### config.mk
export PLATFORM = sky130hd
export DESIGN_NAME = rf_wb_arbiter
export DESIGN_NICKNAME = d
export VERILOG_FILES = /design/src/rtl/rf_wb_arbiter_pkg.sv /design/src/rtl/rf_wb_fifo.sv /design/src/rtl/rf_wb_arbiter.sv
export SDC_FILE = /design/constraint.sdc
export NUM_CORES = 1
export LEC_CHECK = 0
export CORE_ASPECT_RATIO = 0.9
export CORE_MARGIN = 1.5
export CORE_UTILIZATION = 52
export CTS_CLUSTER_SIZE = 25
export DETAILED_ROUTE_END_ITERATION = 8
export GPL_ROUTABILITY_DRIVEN = 0
export PLACE_DENSITY = 0.8
export SLEW_MARGIN = 0
export SYNTH_ARGS = -nofsm -noshare
export SYNTH_HDL_FRONTEND = slang
export SYNTH_SLANG_ARGS = --single-unit
### constraint.sdc
create_clock -name clk -period 3.44 [get_ports clk]
set_clock_uncertainty 0.15 [all_clocks]
set_input_delay 0.688 -clock clk [delete_from_list [all_inputs] [get_ports clk]]
set_output_delay 0.688 -clock clk [all_outputs]
set_load 0.01 [all_outputs]
### src/rtl/rf_wb_arbiter_pkg.sv
// Shared types and constants for the register-file write-back arbiter.
`default_nettype none

package rf_wb_arbiter_pkg;

   localparam int DATA_W = 32;
   localparam int ADDR_W = 4;

   typedef struct packed {
      logic              en;
      logic [ADDR_W-1:0] dest;
      logic [DATA_W-1:0] value;
   } wb_req_t;

   localparam logic [1:0] GNT_NONE = 2'd0;
   localparam logic [1:0] GNT_PIPE = 2'd1;
   localparam logic [1:0] GNT_AUX  = 2'd2;

endpackage

`default_nettype wire

### src/rtl/rf_wb_fifo.sv
// Circular buffer holding auxiliary write-back results, with per-entry valid
// flags and destination export so the arbiter can build a pending-register map.
`default_nettype none

module rf_wb_fifo #(
   parameter int DATA_W = 32,
   parameter int ADDR_W = 4,
   parameter int DEPTH  = 4
) (
   input  logic                    clk,
   input  logic                    rst,
   input  logic                    push_i,
   input  logic [ADDR_W-1:0]       push_dest_i,
   input  logic [DATA_W-1:0]       push_value_i,
   input  logic                    pop_i,
   output logic                    full_o,
   output logic                    empty_o,
   output logic [ADDR_W-1:0]       head_dest_o,
   output logic [DATA_W-1:0]       head_value_o,
   output logic [DEPTH-1:0]        valid_o,
   output logic [DEPTH*ADDR_W-1:0] dest_vec_o
);
   import rf_wb_arbiter_pkg::*;

   localparam int PTR_W = $clog2(DEPTH);
   localparam int CNT_W = PTR_W + 1;
   localparam logic [CNT_W-1:0] DEPTH_C = CNT_W'(DEPTH);

   logic [PTR_W-1:0]  wr_q, wr_d, rd_q, rd_d;
   logic [CNT_W-1:0]  cnt_q, cnt_d;
   logic [DEPTH-1:0]  valid_q, valid_d;
   logic [ADDR_W-1:0] dest_q  [DEPTH];
   logic [DATA_W-1:0] value_q [DEPTH];
   logic              do_push, do_pop;

   assign full_o  = (cnt_q == DEPTH_C);
   assign empty_o = (cnt_q == '0);
   // A full buffer never accepts, even if the head leaves this same cycle.
   assign do_push = push_i & ~full_o;
   assign do_pop  = pop_i & ~empty_o;

   always_comb begin
      wr_d    = wr_q;
      rd_d    = rd_q;
      valid_d = valid_q;
      cnt_d   = cnt_q + CNT_W'(do_push) - CNT_W'(do_pop);
      if (do_push) begin
         wr_d          = wr_q + 1'b1;
         valid_d[wr_q] = 1'b1;
      end
      if (do_pop) begin
         rd_d          = rd_q + 1'b1;
         valid_d[rd_q] = 1'b0;
      end
   end

   always_ff @(posedge clk or posedge rst) begin
      if (rst) begin
         wr_q    <= '0;
         rd_q    <= '0;
         cnt_q   <= '0;
         valid_q <= '0;
      end else begin
         wr_q    <= wr_d;
         rd_q    <= rd_d;
         cnt_q   <= cnt_d;
         valid_q <= valid_d;
      end
   end

   always_ff @(posedge clk) begin
      if (do_push) begin
         dest_q[wr_q]  <= push_dest_i;
         value_q[wr_q] <= push_value_i;
      end
   end

   assign head_dest_o  = dest_q[rd_q];
   assign head_value_o = value_q[rd_q];
   assign valid_o      = valid_q;

   generate
      for (genvar i = 0; i < DEPTH; i++) begin : g_dest
         assign dest_vec_o[i*ADDR_W +: ADDR_W] = dest_q[i];
      end
   endgenerate

endmodule

`default_nettype wire

### src/rtl/rf_wb_arbiter.sv
// Arbitrates the register-file write port between the WB stage and a buffered
// auxiliary result source. Optional same-cycle aux bypass: RF_WB_ARB_BYPASS_EN.
`default_nettype none

module rf_wb_arbiter #(
   parameter int DATA_W       = rf_wb_arbiter_pkg::DATA_W,
   parameter int ADDR_W       = rf_wb_arbiter_pkg::ADDR_W,
   parameter int FIFO_DEPTH   = 4,
   parameter int STARVE_LIMIT = 3
) (
   input  logic                 clk,
   input  logic                 rst,
   input  logic                 pipe_wb_en,
   input  logic [ADDR_W-1:0]    pipe_wb_dest,
   input  logic [DATA_W-1:0]    pipe_wb_value,
   output logic                 pipe_stall,
   input  logic                 aux_valid,
   output logic                 aux_ready,
   input  logic [ADDR_W-1:0]    aux_dest,
   input  logic [DATA_W-1:0]    aux_value,
   output logic                 WB_en,
   output logic [ADDR_W-1:0]    WB_dest,
   output logic [DATA_W-1:0]    WB_value,
   output logic [2**ADDR_W-1:0] busy_vec
);
   import rf_wb_arbiter_pkg::*;

   localparam int STARVE_W = $clog2(STARVE_LIMIT + 1);
   localparam logic [STARVE_W-1:0] STARVE_MAX = STARVE_W'(STARVE_LIMIT);

   logic [STARVE_W-1:0]          starve_q, starve_d;
   logic                         fifo_full, fifo_empty, fifo_push, fifo_pop;
   logic [ADDR_W-1:0]            head_dest;
   logic [DATA_W-1:0]            head_value;
   logic [FIFO_DEPTH-1:0]        ent_valid;
   logic [FIFO_DEPTH*ADDR_W-1:0] ent_dest;
   logic [1:0]                   gnt;
   logic                         stall_raw, wb_en_raw;

   rf_wb_fifo #(
      .DATA_W (DATA_W),
      .ADDR_W (ADDR_W),
      .DEPTH  (FIFO_DEPTH)
   ) u_fifo (
      .clk          (clk),
      .rst          (rst),
      .push_i       (fifo_push),
      .push_dest_i  (aux_dest),
      .push_value_i (aux_value),
      .pop_i        (fifo_pop),
      .full_o       (fifo_full),
      .empty_o      (fifo_empty),
      .head_dest_o  (head_dest),
      .head_value_o (head_value),
      .valid_o      (ent_valid),
      .dest_vec_o   (ent_dest)
   );

   assign aux_ready = ~fifo_full;

   always_comb begin
      gnt       = GNT_NONE;
      fifo_pop  = 1'b0;
      stall_raw = 1'b0;
      starve_d  = starve_q;
      if (fifo_empty) begin
         if (pipe_wb_en) begin
            gnt = GNT_PIPE;
         end
`ifdef RF_WB_ARB_BYPASS_EN
         else if (aux_valid) begin
            gnt = GNT_AUX;
         end
`endif
      end else if (!pipe_wb_en) begin
         gnt      = GNT_AUX;
         fifo_pop = 1'b1;
      end else if (starve_q < STARVE_MAX) begin
         gnt      = GNT_PIPE;
         starve_d = starve_q + 1'b1;
      end else begin
         // Head has waited long enough: steal the port and hold the pipeline.
         gnt       = GNT_AUX;
         fifo_pop  = 1'b1;
         stall_raw = 1'b1;
      end
      if (fifo_pop) begin
         starve_d = '0;
      end
   end

   // An aux grant while empty can only be the bypass path; it skips the buffer.
   assign fifo_push = aux_valid & ~fifo_full & ~(fifo_empty & (gnt == GNT_AUX));

   always_comb begin
      wb_en_raw = 1'b0;
      WB_dest   = pipe_wb_dest;
      WB_value  = pipe_wb_value;
      case (gnt)
         GNT_PIPE: wb_en_raw = 1'b1;
         GNT_AUX: begin
            wb_en_raw = 1'b1;
            if (fifo_empty) begin
               WB_dest  = aux_dest;
               WB_value = aux_value;
            end else begin
               WB_dest  = head_dest;
               WB_value = head_value;
            end
         end
         default: wb_en_raw = 1'b0;
      endcase
   end

   assign WB_en      = wb_en_raw & ~rst;
   assign pipe_stall = stall_raw & ~rst;

   always_comb begin
      busy_vec = '0;
      for (int e = 0; e < FIFO_DEPTH; e++) begin
         if (ent_valid[e]) begin
            busy_vec[ent_dest[e*ADDR_W +: ADDR_W]] = 1'b1;
         end
      end
   end

   always_ff @(posedge clk or posedge rst) begin
      if (rst) begin
         starve_q <= '0;
      end else begin
         starve_q <= starve_d;
      end
   end

endmodule

`default_nettype wire

==> summary.md, run 1 <==
| Metric | Value |
|---|---|
| Top-count cell post-synth | `edfxtp_1` |
| Max Slew Vio Count | `0` |
| Mapped Cells | `361` |
| Slack of the worst reg-to-reg path | `0.76 ns` |
| Via/cell ratio | `5.86` |
| Setup violators final | `0` |
| Setup WS post-layout | `0.129 ns` |
| Clock sinks | `157` |
| Initial DRC count | `443` |
| Max Buffers Root-to-Sink | `2` |
| R2R depth | `11` |
| Pre-Repair DR Iteration Count | `5` |
| Overall power | `7.58 mW` |
| LEAKAGE | `3.43 nW` |
| Post-synth top area share | `61.7%` |
| Depth of the worst hold-timing path | `2` |
| Final Critical Period | `3.31 ns` |
| Vias in the first global route | `4193` |
| Setup_tns | `0 ns` |
| HPWL after detailed placement | `9.90 mm` |
| CTS buffer count | `17` |
| FMAX | `302 MHz` |
| Sw Share | `28.8%` |
| Area leader, netlist | `edfxtp_1` |
| CP Capture Type | `primary output` |
| Mapped Area | `7010 um^2` |
| Status | `complete, no violations` |
| Post-CTS Hold Buffers | `0` |
| Root cell of the clock tree | `clkbuf_16` |
| Syn_area_per_cell | `19.4 um^2` |
| Setup CP Type | `reg -> out` |
| Slowest stage delay, CP | `0.61 ns` |
| Reg2Reg Launch Point | `starve_q[0]$_DFFE_PP0P_` |
| Area grow syn2layout | `32.6%` |
| Chip height | `113 um` |
| Std-Cell Rows | `40` |
| Final Hold Fails | `0` |
| Htree depth | `4` |
| Initial core utilization | `52.9%` |
| I/O pins | `131` |
| Comb power frac | `38.5%` |
| Switching pwr | `2.18 mW` |
| #FFs+latches synth | `157` |
| PortBufs | `130` |
| Slew margin rel. | `62.6%` |
| Die area | `14200 um^2` |
| Routed wire length per instance | `21.5 um` |
| Gr ovfl total | `0` |
| CTS tree | `done` |
| Sequential power share | `36.3%` |
| Pre-CTS setup slack | `0.00580 ns` |
| Antenna-violating nets left | `0` |
| Critical Path Slowest Stage Cell | `mux4_1` |
| Share of cells above drive strength 1 | `23.7%` |
| Unique masters post-synth | `44` |
| Crit-path max FO | `16` |
| CP arrival | `2.47 ns` |
| Clock power frac | `25.2%` |
| Core area | `13300 um^2` |
| Crit path launch type | `flip-flop` |
| Clock Pin Slew Worst Setup and Hold Paths | `0.06 ns` |
| Synth area leaders | `edfxtp_1, mux4_2, mux2_4, dfrtp_1, mux4_1` |
| Unrepaired setup endpoints after global routing | `no` |
| WHS Endpoint | `starve_q[1]$_DFFE_PP0P_` |
| Largest net degree at the start of global routing | `22` |
| Maximum VDD drop | `471 uV` |
| Via count | `4086` |
| Synthesized Nets | `449` |
| Drt drc | `0` |
| EDFF count, synth | `144` |
| Synth top cells by count | `edfxtp_1, mux2_4, mux4_2, dfrtp_1, ha_1` |
| Pint | `5.40 mW` |
| Ys flop type | `edfxtp_1` |
| Hold Crit Class | `reg -> reg` |
| Clk_lat worst skew | `0.42 ns` |
| YS warnings | `0` |
| Hold path startpoint | `starve_q[1]$_DFFE_PP0P_` |
| R2r endpoint | `u_fifo.cnt_q[2]$_DFF_PP0_` |
| Max-Cap Viols | `0` |
| Total global-route track usage | `21.4%` |
| Total Wirelength | `15.0 mm` |
| PD cells | `815 nW/um^2` |
| Slew @ Worst Pin | `0.562 ns` |
| Crit-path cells | `buf_12 -> mux4_1 -> mux2_2 -> clkdlybuf4s50_1` |
| Die width | `125 um` |
| Fin util | `70.1%` |
| Final period utilization | `96.3%` |
| Ys async rst share | `8.28%` |
| Fillers | `816` |
| Initial antenna violation count | `1` |
| Seq/Total Area, Yosys | `66.3%` |
| First-pass GRT wire length | `23.0 mm` |
| # nets final | `604` |
| Worst path required time | `2.60 ns` |
-- cells in the final DEF, fill, tap and decap left out, drive strengths merged, types with 2 or more instances in the layout --
| master | n |
|---|---|
| a221o | 6 |
| a22oi | 6 |
| a2bb2oi | 4 |
| a311o | 4 |
| and3 | 7 |
| and3b | 2 |
| buf | 17 |
| bufinv | 4 |
| clkbuf | 21 |
| clkdlybuf4s50 | 117 |
| clkinv | 6 |
| dfrtp | 13 |
| dlymetal6s2s | 13 |
| edfxtp | 144 |
| ha | 11 |
| inv | 12 |
| mux2 | 37 |
| mux4 | 36 |
| nand2 | 8 |
| nand2b | 4 |
| nand3 | 3 |
| nand3b | 4 |
| nor2 | 5 |
| nor2b | 7 |
| nor3 | 3 |
| nor3b | 2 |
| o21ai | 2 |
| o221ai | 6 |
| o22ai | 10 |
| or2 | 2 |
| or3b | 3 |
| xnor2 | 3 |
-- critical path: cells and delay by family, from the launching register on --
family                 cells  cell delay (ns)
muxes                      2             0.89
buffers and inverters      2             0.69
DFF                        1             0.48
-- logic make-up (layout without fill, tap and decap cells) --
kind of cell / Yosys count / count (layout) / synth area share [%]
AND/OR/NAND/NOR: 52 / 52 / 4.55
AO/OA/AOI/OAI: 40 / 40 / 4.53
flip-flops: 157 / 157 / 66.3
adder cells (fa/ha/maj): 12 / 12 / 2.25
multiplexers: 73 / 73 / 19.4
XOR/XNOR: 4 / 4 / 0.500
buffers and inverters: 23 / 190 / 2.44
other: 0 / 1 / 0
-- state kept, by name, indices dropped and copies added, names as in the netlist --
signal,flops
u_fifo.value_q,128
u_fifo.dest_q,16
u_fifo.valid_o,4
u_fifo.cnt_q,3
starve_q,2
u_fifo.rd_q,2
u_fifo.wr_q,2
-- power by group through the flow --
stage | Combinational (mW) | Sequential (mW) | Clock (mW)
after global routing | 3.12 | 2.79 | 2.02
after CTS | 2.89 | 2.75 | 1.94
after detailed placement | 2.88 | 2.78 | 0
after global placement | 2.81 | 2.75 | 0
final | 2.92 | 2.75 | 1.91
after floorplan | 1.84 | 2.71 | 0
-- routing by layer --
layer | share of wire, % | wire length, um | GRT usage [%]
met5 | 0 | 0 | 0
met3 | 7.1 | 1070 | 5.72
met1 | 41 | 6080 | 27.7
met2 | 50 | 7530 | 35.6
met4 | 2.0 | 303 | 7.20
-- final cells by class --
class	count	area [um^2]	area share (%)
flip-flops and latches	157	4650	50.0
well taps	168	210	2.26
diodes	1	2.50	0.0269
clock buffers	19	433	4.65
multi-input cells	181	2210	23.8
clock inverters	12	169	1.82
repair buffers	149	1590	17.1
inverters	10	37.5	0.404
-- worst max-delay path by stage --
stage / startpoint / to / slack (ns) / cells past startpoint
after floorplan: pipe_wb_en / u_fifo.cnt_q[2]$_DFF_PP0_ / 0.88 / 9
after global placement: pipe_wb_en / WB_value[31] / 0.11 / 6
after detailed placement: pipe_wb_en / WB_value[15] / 0.006 / 6
after CTS: pipe_wb_en / WB_value[15] / 0.0003 / 6
after global routing: u_fifo.rd_q[0]$_DFFE_PP0N_ / WB_value[8] / 0.03 / 4
final: u_fifo.rd_q[0]$_DFFE_PP0N_ / WB_value[27] / 0.13 / 4
-- stage by stage --
| stage | hold WS, ns | instances | area (um^2) |
|---|---|---|---|
| floorplan | 0.304 | 361 | 7010 |
| finish | 0.354 | 697 | 9300 |
| CTS | 0.352 | 692 | 9180 |
| global placement | 0.321 | 661 | 8580 |
| global route | 0.400 | 697 | 9300 |
| detailed placement | 0.342 | 661 | 8580 |
-- timing repair --
item	4_1_cts	5_1_grt
buffers inserted	0	2
hold endpoints to repair	0	0
setup endpoints to repair	0	32
resized for setup	0	15
No activity file was read; power rests on OpenSTA's default activity.
==> run 2: changes to the inputs <==
--- a/config.mk
+++ b/config.mk
@@ -5,14 +5,15 @@
 export SDC_FILE = /design/constraint.sdc
 export NUM_CORES = 1
 export LEC_CHECK = 0
-export CORE_ASPECT_RATIO = 0.9
+export CORE_ASPECT_RATIO = 0.75
 export CORE_MARGIN = 1.5
-export CORE_UTILIZATION = 52
+export CORE_UTILIZATION = 53
 export CTS_CLUSTER_SIZE = 25
 export DETAILED_ROUTE_END_ITERATION = 8
 export GPL_ROUTABILITY_DRIVEN = 0
-export PLACE_DENSITY = 0.8
+export PLACE_DENSITY = 0.81
 export SLEW_MARGIN = 0
 export SYNTH_ARGS = -nofsm -noshare
 export SYNTH_HDL_FRONTEND = slang
+export SYNTH_HIERARCHICAL = 1
 export SYNTH_SLANG_ARGS = --single-unit
==> summary.md, run 2 <==
| Metric | Value |
|---|---|
| EDFF count, synth | `144 (unchanged)` |
| Area leader, netlist | `edfxtp_1` |
| Slew margin rel. | `65.2% (+2.7 points)` |
| Chip height | `104 um (-8.4%)` |
| Via/cell ratio | `5.94 (+1.2%)` |
| Commonest non-fill, non-tap cells in the layout | `edfxtp_1, clkdlybuf4s50_1, mux4_2` |
| CTS tree | `done` |
| Max-Cap Viols | `0 (unchanged)` |
| Initial core utilization | `54.7% (+1.8 points)` |
| Die area | `14200 um^2 (+0.29%)` |
| Via count | `4226 (+3.4%)` |
| Mux share of post-synthesis cell area | `18.5% (-0.94 points)` |
| Mapped Area | `7170 um^2 (+2.2%)` |
| Seq/Total Area, Yosys | `64.9% (-1.4 points)` |
| Hold Crit Class | `reg -> reg` |
| Setup_tns | `0 ns (unchanged)` |
| I/O pins | `131 (unchanged)` |
| Share of cells above drive strength 1 | `23.7% (about the same)` |
| Maximum VDD drop | `630 uV (+34%)` |
| Vias in the first global route | `4302 (+2.6%)` |
| Max reg flops | `128 (unchanged)` |
| Fillers | `807 (-1.1%)` |
| Simple-gate share of the synthesized area | `5.76% (+1.2 points)` |
| PortBufs | `130 (unchanged)` |
| PD cells | `813 nW/um^2 (-0.18%)` |
| # nets final | `618 (+2.3%)` |
| Largest net degree at the start of global routing | `37 (+68%)` |
| Crit path launch type | `flip-flop` |
| Most flops, register | `u_fifo/value_q` |
| Ys flop type | `edfxtp_1` |
| Cell area after placement | `8710 um^2 (+1.6%)` |
| Overall power | `7.55 mW (-0.37%)` |
| Final Cell Area | `9280 um^2 (-0.19%)` |
| Storage cell area | `4650 um^2 (unchanged)` |
| Initial antenna violation count | `0 (-1)` |
| Core area | `13100 um^2 (-1.2%)` |
| Post-synth top area share | `60.3% (-1.3 points)` |
| #FFs+latches synth | `157 (unchanged)` |
| Mapped Cells | `382 (+5.8%)` |
| Max Slew Vio Count | `0 (unchanged)` |
| CTS buffer count | `17 (unchanged)` |
| Final period utilization | `97.2% (+0.95 points)` |
| Setup CP Type | `reg -> out` |
| Crit-path max FO | `24 (+8)` |
| Htree depth | `4 (unchanged)` |
| Clk_lat worst skew | `0.41 ns (about the same)` |
| Unrepaired setup endpoints after global routing | `no` |
| Adder-cell area share of the yosys netlist | `2.20% (-0.048 points)` |
| First-pass GRT wire length | `23.6 mm (+2.6%)` |
| Synth top cells by count | `edfxtp_1, mux4_2, mux2_4, dfrtp_1` |
| Post-CTS Hold Buffers | `0 (unchanged)` |
| Final Hold Fails | `0 (unchanged)` |
| Synthesized Nets | `470 (+4.7%)` |
| Slew @ Worst Pin | `0.520 ns (-0.0414 ns)` |
| Gr ovfl total | `0 (unchanged)` |
| Drt drc | `0 (unchanged)` |
| Slack of the worst reg-to-reg path | `0.56 ns (-0.20 ns)` |
| Synth area leaders | `edfxtp_1, mux4_2, mux2_4, dfrtp_1, ha_1` |
| Worst path required time | `2.60 ns (about the same)` |
| Post-CTS Setup Bufs | `0 (unchanged)` |
| Root cell of the clock tree | `clkbuf_16` |
| Multi-input gate area | `2320 um^2 (+5.2%)` |
| Unique masters post-synth | `49 (+11%)` |
| Total Wirelength | `15.0 mm (+0.33%)` |
| # diodes | `0 (-1)` |
| Status | `complete, no violations` |
| Clock sinks | `157 (unchanged)` |
| Syn_area_per_cell | `18.8 um^2 (-3.4%)` |
| HPWL after detailed placement | `9.92 mm (+0.14%)` |
| Final Critical Period | `3.34 ns (+0.0328 ns)` |
| Clock Pin Slew Worst Setup and Hold Paths | `0.06 ns (about the same)` |
| Top-count cell post-synth | `edfxtp_1` |
| Ys async rst share | `8.28% (unchanged)` |
| Total global-route track usage | `22.6% (+1.2 points)` |
| Routed wire length per instance | `21.1 um (-1.8%)` |
| Antenna-violating nets left | `0 (unchanged)` |
| Max Buffers Root-to-Sink | `2 (unchanged)` |
| XOR/XNOR Fraction of Synth Area | `0.367% (-0.13 points)` |
| Initial DRC count | `342 (-23%)` |
| Setup violators final | `0 (unchanged)` |
| Compound-Gate Fraction of Synth Area | `5.38% (+0.85 points)` |
| CP arrival | `2.51 ns (+0.04 ns)` |
| FMAX | `299 MHz (-0.98%)` |
| Std-Cell Rows | `36 (-10%)` |
| LEAKAGE | `3.25 nW (-5.3%)` |
| CP Capture Type | `primary output` |
| Die width | `137 um (+9.4%)` |
| Most common cell after layout, fill and taps aside | `edfxtp_1` |
| YS warnings | `6 (+6)` |
| Pre-Repair DR Iteration Count | `5 (unchanged)` |
| Area grow syn2layout | `29.5%` |
| Largest family of logic cells by synthesized area | `multiplexers` |
-- run 2: changes by cell type in the layout (fill, tap and decap cells not counted), sizes merged, moves of 4 or more --
cell | before | now
nand2b | 4 | 9
clkdlybuf4s50 | 117 | 130
a22oi | 6 | 10
a21oi | 1 | 5
a311o | 4 | 0
dlymetal6s2s | 13 | 0
a2bb2oi | 4 | 0
o311ai | 0 | 4
-- run 2: final timing paths --
kind,from,end,cells after the start
setup / recovery,u_fifo/cnt_q[0]$_DFF_PP0_,WB_value[14],6
setup reg to reg,u_fifo/cnt_q[1]$_DFF_PP0_,u_fifo/cnt_q[2]$_DFF_PP0_,12
max in group asynchronous,rst,u_fifo/rd_q[1]$_DFFE_PP0N_,2
hold / removal,starve_q[1]$_DFFE_PP0P_,starve_q[1]$_DFFE_PP0P_,2
min in group asynchronous,rst,starve_q[1]$_DFFE_PP0P_,2
hold reg to reg,starve_q[1]$_DFFE_PP0P_,starve_q[1]$_DFFE_PP0P_,2
-- run 2: through the flow --
step / std cells / setup slack (ns) / utilization [%] / hold WS [ns]
5_1_grt: 712 / 0.00102 / 70.8 / 0.383
3_5_place_dp: 682 / 0.160 / 66.5 / 0.350
6_report: 712 / 0.0961 / 70.8 / 0.353
4_1_cts: 712 / 0.0563 / 70.8 / 0.356
2_1_floorplan: 382 / 0.661 / - / 0.279
3_3_place_gp: 682 / 0.164 / 66.5 / 0.329
-- run 2: what timing repair did --
action / CTS / global route
endpoints found under the setup margin: 31 / 8
gates cloned: 0 / 0
gates resized for setup: 1 / 1
-- run 2: kinds of logic (layout without fill, tap and decap cells) --
logic type,after synthesis,in the layout
mux,72,72
compound gates,47,47
buf+inv,28,187
fa+ha+maj,12,12
simple gates,63,63
flops,157,157
xor+xnor,3,3
-- run 2: critical path: stages, from the launching register on --
cell	delay, ns
dfrtp_1	0.61
nor3_4	0.08
buf_4	0.19
nor2_8	0.14
buf_12	0.21
mux2_2	0.36
clkdlybuf4s50_1	0.47
-- run 2: power breakdown --
group / total [mW] / internal (mW) / switching, mW
combinational: 2.95 / 1.65 / 1.30
clock: 1.79 / 1.12 / 0.671
sequential: 2.81 / 2.55 / 0.266
-- run 2: per-layer routing --
layer / global-route usage [%] / part of all wire [%] / vias to the layer above
met5: 0 / 0 / -
met3: 6.71 / 8.7 / 19
li1: - / - / 1870
met4: 6.62 / 1.1 / 0
met2: 35.1 / 49 / 212
met1: 31.0 / 41 / 2125
-- run 2: cell type report --
type                    instances  share of cell area, %
well taps                     171                   2.30
clock inverters                11                   1.36
clock buffers                  19                   4.66
multi-input cells             197                   25.0
repair buffers                145                   16.0
flip-flops and latches        157                   50.1
inverters                      12                  0.485
